`src/rtl/ttt_move_driver.sv`:
```
// ----------------------------------------------------------------------------
// ttt_move_driver
//
// Move-issuing front end for the TicTacToe game core. Accepts a player move
// over a valid/ready handshake, validates it against the live board, strobes
// the core's `play` input, waits for the board to show the move, picks the
// computer's reply by scanning the board, strobes `pc`, and waits again.
//
// Build option:
//   TTT_SMART_MOVE_EN  when defined, the computer reply is chosen by priority
//                      (win, block, centre, corner, first empty); otherwise
//                      the lowest-index empty cell is chosen.
//
// Parameters:
//   HOLD_CYCLES   cycles each `play` / `pc` strobe is held high
//   ACK_TIMEOUT   cycles to wait for the board to reflect a move
//
// Ports:
//   clock               rising-edge clock
//   reset               synchronous, active-low reset
//   key_valid/key_pos   offered player move (cell 0..8)
//   key_ready           driver can accept a move
//   pos1..pos9          board cells from the core (00 empty, 01 player,
//                       10 computer, 11 reserved)
//   who                 game result from the core (00 = in progress)
//   play/pc             player / computer move strobes to the core
//   player_position     cell presented with `play`
//   computer_position   cell presented with `pc`
//   illegal             one-cycle pulse: offered move rejected
//   ack_err             sticky: board failed to reflect a move in time
//   game_over           high while `who` is non-zero
// ----------------------------------------------------------------------------
module ttt_move_driver #(
   parameter int HOLD_CYCLES = 5,
   parameter int ACK_TIMEOUT = 16
) (
   input  logic       clock,
   input  logic       reset,
   input  logic       key_valid,
   input  logic [3:0] key_pos,
   output logic       key_ready,
   input  logic [1:0] pos1,
   input  logic [1:0] pos2,
   input  logic [1:0] pos3,
   input  logic [1:0] pos4,
   input  logic [1:0] pos5,
   input  logic [1:0] pos6,
   input  logic [1:0] pos7,
   input  logic [1:0] pos8,
   input  logic [1:0] pos9,
   input  logic [1:0] who,
   output logic       play,
   output logic       pc,
   output logic [3:0] player_position,
   output logic [3:0] computer_position,
   output logic       illegal,
   output logic       ack_err,
   output logic       game_over
);

   localparam logic [2:0] S_IDLE   = 3'd0;
   localparam logic [2:0] S_CHECK  = 3'd1;
   localparam logic [2:0] S_PLAY   = 3'd2;
   localparam logic [2:0] S_WAIT_P = 3'd3;
   localparam logic [2:0] S_SEARCH = 3'd4;
   localparam logic [2:0] S_PC     = 3'd5;
   localparam logic [2:0] S_WAIT_C = 3'd6;
   localparam logic [2:0] S_DONE   = 3'd7;

   localparam logic [1:0] CELL_EMPTY = 2'b00;
   localparam logic [1:0] CELL_PLYR  = 2'b01;
   localparam logic [1:0] CELL_COMP  = 2'b10;

   // One counter serves both the strobe hold and the acknowledge timeout.
   localparam int CNT_MAX = (HOLD_CYCLES > ACK_TIMEOUT) ? HOLD_CYCLES : ACK_TIMEOUT;
   localparam int CNT_W   = $clog2(CNT_MAX + 1);
   localparam logic [CNT_W-1:0] HOLD_LAST = CNT_W'(HOLD_CYCLES - 1);
   localparam logic [CNT_W-1:0] ACK_LAST  = CNT_W'(ACK_TIMEOUT - 1);

   // ------------------------------------------------------------------
   // Board view: board[0] is pos1 ... board[8] is pos9
   // ------------------------------------------------------------------
   logic [8:0][1:0] board;
   logic [8:0]      empty_m;
   logic            any_empty;

   assign board = {pos9, pos8, pos7, pos6, pos5, pos4, pos3, pos2, pos1};

   always_comb begin
      empty_m = '0;
      for (int c = 0; c < 9; c++) empty_m[c] = (board[c] == CELL_EMPTY);
   end

   assign any_empty = |empty_m;

   // Out-of-range cells read as reserved so they never look empty or owned.
   function automatic logic [1:0] cell_at(input logic [8:0][1:0] b,
                                          input logic [3:0]      idx);
      logic [1:0] r;
      r = 2'b11;
      if (idx <= 4'd8) r = b[idx];
      return r;
   endfunction

   function automatic logic [3:0] lowest(input logic [8:0] m);
      logic [3:0] r;
      r = 4'd0;
      for (int c = 8; c >= 0; c--) begin
         if (m[c]) r = 4'(c);
      end
      return r;
   endfunction

   // ------------------------------------------------------------------
   // Computer move selection
   // ------------------------------------------------------------------
   logic [3:0] pick;

`ifdef TTT_SMART_MOVE_EN
   localparam logic [8:0] CORNER_M = 9'b1_0100_0101;   // cells 0, 2, 6, 8

   // Lines: rows, columns, then the two diagonals.
   function automatic logic [11:0] line_cells(input logic [2:0] l);
      logic [11:0] r;
      case (l)
         3'd0:    r = {4'd0, 4'd1, 4'd2};
         3'd1:    r = {4'd3, 4'd4, 4'd5};
         3'd2:    r = {4'd6, 4'd7, 4'd8};
         3'd3:    r = {4'd0, 4'd3, 4'd6};
         3'd4:    r = {4'd1, 4'd4, 4'd7};
         3'd5:    r = {4'd2, 4'd5, 4'd8};
         3'd6:    r = {4'd0, 4'd4, 4'd8};
         default: r = {4'd2, 4'd4, 4'd6};
      endcase
      return r;
   endfunction

   logic [8:0]  win_m;
   logic [8:0]  blk_m;
   logic [11:0] ln;
   logic [3:0]  ca, cb, cc;

   // Mark every empty cell that would finish a line; the lowest marked
   // index is taken later, which makes line scan order irrelevant.
   always_comb begin
      win_m = '0;
      blk_m = '0;
      ln    = '0;
      ca    = '0;
      cb    = '0;
      cc    = '0;
      for (int l = 0; l < 8; l++) begin
         ln = line_cells(3'(l));
         ca = ln[11:8];
         cb = ln[7:4];
         cc = ln[3:0];
         if (board[ca] == CELL_EMPTY && board[cb] == CELL_COMP && board[cc] == CELL_COMP) win_m[ca] = 1'b1;
         if (board[cb] == CELL_EMPTY && board[ca] == CELL_COMP && board[cc] == CELL_COMP) win_m[cb] = 1'b1;
         if (board[cc] == CELL_EMPTY && board[ca] == CELL_COMP && board[cb] == CELL_COMP) win_m[cc] = 1'b1;
         if (board[ca] == CELL_EMPTY && board[cb] == CELL_PLYR && board[cc] == CELL_PLYR) blk_m[ca] = 1'b1;
         if (board[cb] == CELL_EMPTY && board[ca] == CELL_PLYR && board[cc] == CELL_PLYR) blk_m[cb] = 1'b1;
         if (board[cc] == CELL_EMPTY && board[ca] == CELL_PLYR && board[cb] == CELL_PLYR) blk_m[cc] = 1'b1;
      end
   end

   always_comb begin
      if (|win_m)                      pick = lowest(win_m);
      else if (|blk_m)                 pick = lowest(blk_m);
      else if (empty_m[4])             pick = 4'd4;
      else if (|(empty_m & CORNER_M))  pick = lowest(empty_m & CORNER_M);
      else                             pick = lowest(empty_m);
   end
`else
   assign pick = lowest(empty_m);
`endif

   // ------------------------------------------------------------------
   // Control FSM
   // ------------------------------------------------------------------
   logic [2:0]       state_q,   state_d;
   logic [CNT_W-1:0] cnt_q,     cnt_d;
   logic [3:0]       tgt_q,     tgt_d;
   logic [3:0]       ppos_q,    ppos_d;
   logic [3:0]       cpos_q,    cpos_d;
   logic             illegal_q, illegal_d;
   logic             ack_err_q, ack_err_d;

   // Ready is held off during reset and for the cycle the rejection pulse
   // is visible, so a new key is never taken alongside `illegal`.
   assign key_ready = reset && (state_q == S_IDLE) && !illegal_q;

   always_comb begin
      state_d   = state_q;
      cnt_d     = cnt_q;
      tgt_d     = tgt_q;
      ppos_d    = ppos_q;
      cpos_d    = cpos_q;
      illegal_d = 1'b0;
      ack_err_d = ack_err_q;
      case (state_q)
         S_IDLE: begin
            if (who != 2'b00) begin
               state_d = S_DONE;
            end else if (key_valid && key_ready) begin
               tgt_d   = key_pos;
               state_d = S_CHECK;
            end
         end
         S_CHECK: begin
            if (tgt_q > 4'd8 || cell_at(board, tgt_q) != CELL_EMPTY) begin
               illegal_d = 1'b1;
               state_d   = S_IDLE;
            end else begin
               ppos_d  = tgt_q;
               cnt_d   = '0;
               state_d = S_PLAY;
            end
         end
         S_PLAY: begin
            if (cnt_q == HOLD_LAST) begin
               cnt_d   = '0;
               state_d = S_WAIT_P;
            end else begin
               cnt_d = cnt_q + 1'b1;
            end
         end
         S_WAIT_P: begin
            if (cell_at(board, ppos_q) == CELL_PLYR) begin
               state_d = (who != 2'b00 || !any_empty) ? S_DONE : S_SEARCH;
            end else if (cnt_q == ACK_LAST) begin
               ack_err_d = 1'b1;
               state_d   = S_IDLE;
            end else begin
               cnt_d = cnt_q + 1'b1;
            end
         end
         S_SEARCH: begin
            cpos_d  = pick;
            cnt_d   = '0;
            state_d = S_PC;
         end
         S_PC: begin
            if (cnt_q == HOLD_LAST) begin
               cnt_d   = '0;
               state_d = S_WAIT_C;
            end else begin
               cnt_d = cnt_q + 1'b1;
            end
         end
         S_WAIT_C: begin
            if (cell_at(board, cpos_q) == CELL_COMP) begin
               state_d = (who != 2'b00) ? S_DONE : S_IDLE;
            end else if (cnt_q == ACK_LAST) begin
               ack_err_d = 1'b1;
               state_d   = S_IDLE;
            end else begin
               cnt_d = cnt_q + 1'b1;
            end
         end
         S_DONE:  state_d = S_DONE;
         default: state_d = S_IDLE;
      endcase
   end

   always_ff @(posedge clock) begin
      if (!reset) begin
         state_q   <= S_IDLE;
         cnt_q     <= '0;
         tgt_q     <= '0;
         ppos_q    <= '0;
         cpos_q    <= '0;
         illegal_q <= 1'b0;
         ack_err_q <= 1'b0;
      end else begin
         state_q   <= state_d;
         cnt_q     <= cnt_d;
         tgt_q     <= tgt_d;
         ppos_q    <= ppos_d;
         cpos_q    <= cpos_d;
         illegal_q <= illegal_d;
         ack_err_q <= ack_err_d;
      end
   end

   // Strobes decode straight from state, so they can never overlap and the
   // WAIT_P + SEARCH cycles always separate `play` from `pc`.
   assign play              = (state_q == S_PLAY);
   assign pc                = (state_q == S_PC);
   assign player_position   = ppos_q;
   assign computer_position = cpos_q;
   assign illegal           = illegal_q;
   assign ack_err           = ack_err_q;
   assign game_over         = (who != 2'b00);

endmodule

```
`config.mk`:
```
export PLATFORM = sky130hd
export DESIGN_NAME = ttt_move_driver
export DESIGN_NICKNAME = d
export VERILOG_FILES = /design/src/rtl/ttt_move_driver.sv
export SDC_FILE = /design/constraint.sdc
export NUM_CORES = 1
export LEC_CHECK = 0
export ABC_AREA = 1
export CAP_MARGIN = 20
export CORE_MARGIN = 2
export CORE_UTILIZATION = 45
export CTS_CLUSTER_DIAMETER = 50
export CTS_CLUSTER_SIZE = 30
export DETAILED_ROUTE_END_ITERATION = 16
export DONT_BUFFER_PORTS = 1
export GPL_TIMING_DRIVEN = 0
export SYNTH_ARGS = -nofsm -noshare
export SYNTH_HDL_FRONTEND = slang
export SYNTH_SLANG_ARGS = --single-unit
```
`constraint.sdc`:
```
create_clock -name clock -period 2.1 [get_ports clock]
set_clock_uncertainty 0.2 [all_clocks]
set_input_delay 0.42 -clock clock [delete_from_list [all_inputs] [get_ports clock]]
set_output_delay 0.42 -clock clock [all_outputs]
set_load 0.05 [all_outputs]
```
==> impl_metrics.toml <==
[route]
dr.first_iter.drc_count = 189
avgViaCountPerCell = 5.24
dr.pass1.iters = 4
drc_errors = 0
wire_per_inst_um = 13.6
drtAntennaViolNets = 0
vias = 1828
finalWirelength_um = 4750

[job]
max_cap_viol_count = 0

[synth]
syn_avg_cell_area_sq_um = 6.15
synth_area_sq_um = 1770
yosysUniqueCellTypes = 36
syn-num-nets = 318
yosysWarnings = 0
synth-edff-count = 0
synth.yosys.seq_area_share = 0.249
synth_ff_type = "dfxtp_1"
ys_seq_elements = 22
synthCells = 288
synthArstFlopShare = 0

[setup_path]
crit_type = "register to register"
crit_slowest_cell = "dfxtp_4"
required_ns = 2.11
cp.arrival_ns = 2.06
startpoint_type = "register"
crit_chain = "clkinvlp_4, nand2_1, nand2_1, nand2_1, nand3_2, nand2_2, nand2_2, nand2_2, nand2_2, nand2_4, inv_4, buf_6, nand3_1, nand2_1, nor2_1"
slowest_delay_ns = 0.50
cp_max_fo = 7
crit_path_end_kind = "register"

[floorplan]
ios = 41
dieWidth_um = 66.7
core_area_sq_um = 3720
die_y_um = 66.7
initial_utilization = 0.476
rows = 22
dieArea_sq_um = 4450

[clock_network]
cts.sinks = 22
clock-root-buffer = "clkbuf_8"
hold_buffers = 0
clock_latency_ns = 0.27
clockBufferDepth = 2
cts_max_level = 1
clkTransAtPathRegs_ns = 0.09
cts_buffers = 3
cts_tree = "yes"

[grt]
grt_max_degree = 14
antenna_found_initial = 0
grt_pass1_vias = 1716
grt_use_met1 = 0.332
grt-ovfl-total = 0
grt.total_usage = 0.232
grt_pass1_wl_um = 7850
grtUsageMet3 = 0.0490
busiest_layer = "met2"
use_met2 = 0.361

[finish]
layout_commonest_cell = "nand2_1"
regArea_sq_um = 465
final_cell_mix = "64 x nand2_1, 37 x inv_1, 32 x nand3_1, 21 x nor2_1, 17 x o21ai_0"
areaGrowthSynthToFinish_pct = 20.2
multiInputGateArea_sq_um = 1230
n_antenna_cell = 0
fillCellCount = 388
drive_gt1_frac = 0.249
fin_nets = 332

[pwr]
power_w = 0.00269
p_per_area_nw_per_um2 = 1260
irDropWorstVdd_v = 0.000572
p_leak_nw = 0.927

[sta]
slew-limit-headroom = 0.594
finalWorstSetupSlack_ns = 0.0442
setup_viol = 0
grt_setup_unrepaired = "yes"
fmax_ghz = 0.486
fin_crit_sh = 0.979
slew_violations = 0
tightest_slew_ns = 0.604
fin_crit_ns = 2.06
hold_viol_final = 0
hold_slack_ns = 0.0740

[run_status]
status = "finished, final reports clean"

[worst_hold_path]
hp-class = "primary input to register"

[placement]
hpwl_um = 3580
io_buffers = 0
pre_cts_slack_ns = -0.389
gp_congestion = 0.899
## worst paths after layout
| kind | from | endpoint | slack (ns) | depth (start not counted) |
|---|---|---|---|---|
| worst min register to register | cnt_q[3] | cnt_q[3] | 0.30 | 2 |
| worst max-delay path | computer_position[1] | cnt_q[0] | 0.04 | 15 |
| worst min-delay path | key_pos[3] | tgt_q[3] | 0.07 | 2 |
| worst max register to register | computer_position[1] | cnt_q[0] | 0.04 | 15 |
## critical path, delay by kind of cell, from the launching register on
kind / cells / cell delay [ns]
DFF: 1 / 0.50
buffers and inverters: 3 / 0.38
and+or+nand+nor: 12 / 0.91
## layout make-up
cell class,instances,share of cell area
Timing Repair Buffer,9,0.0353
Multi-Input combinational cell,212,0.577
Tap cell,48,0.0282
Clock buffer,3,0.0194
Inverter,52,0.0999
Clock inverter,1,0.0141
Sequential cell,22,0.219
Buffer,2,0.00705
## kinds of logic after synthesis
family          after synthesis  synth area share
flops                        22             0.249
simple gates                162             0.449
fa+ha+maj                     3            0.0212
xor+xnor                      2           0.00990
compound gates               45             0.151
buf+inv                      54             0.120
## registers in the layout, indices dropped and copies added (netlist names)
signal             cells
state_q                3
tgt_q                  4
player_position        4
illegal                1
cnt_q                  5
ack_err                1
computer_position      4
## timing repair
action	4_1_cts	5_1_grt
pin swaps	3	19
gates cloned	0	0
resized for setup	24	24
endpoints found under the setup margin	15	16
setup buffers	6	3
## synthesized netlist by cell type, types with 2 or more instances
master	instances	share of area
a21oi_1	13	0.037
a22oi_1	2	0.0085
clkinv_1	3	0.0064
dfxtp_1	22	0.25
ha_1	3	0.021
inv_1	40	0.085
inv_2	8	0.017
nand2_1	68	0.14
nand2_2	5	0.018
nand3_1	38	0.11
nand3_2	2	0.011
nand3b_1	3	0.013
nand4_1	2	0.0071
nor2_1	22	0.047
nor2_2	6	0.021
nor3_1	8	0.023
nor3_2	2	0.011
nor3_4	2	0.018
o211ai_1	3	0.013
o21ai_0	19	0.054
o21ai_2	2	0.0099
## report_power, final
| part | total (W) | internal (W) | leakage (nW) | switching [W] |
|---|---|---|---|---|
| combinational | 0.00147 | 0.000527 | 0.706 | 0.000946 |
| sequential | 0.000812 | 0.000537 | 0.185 | 0.000275 |
| clock | 0.000406 | 0.000255 | 0.0357 | 0.000151 |
| total | 0.00269 | 0.00132 | 0.927 | 0.00137 |
## layer usage
metal / share of wire / vias to the layer above / wire, um
met1: 0.48 / 805 / 2270
met5: 0 / - / 0
met4: 0.0067 / 0 / 32
met2: 0.45 / 51 / 2120
li1: - / 968 / -
met3: 0.070 / 4 / 333
## through the flow
stage	TNS (ns)	instances	cell area, sq um	util
after global placement	-3.16	336	1840	0.494
after floorplan	0	288	1780	-
after CTS	0	346	2020	0.543
final	0	349	2130	0.573
after global routing	-0.409	349	2130	0.573
after detailed placement	-3.09	336	1840	0.494
(Power assumes the default switching activity.)
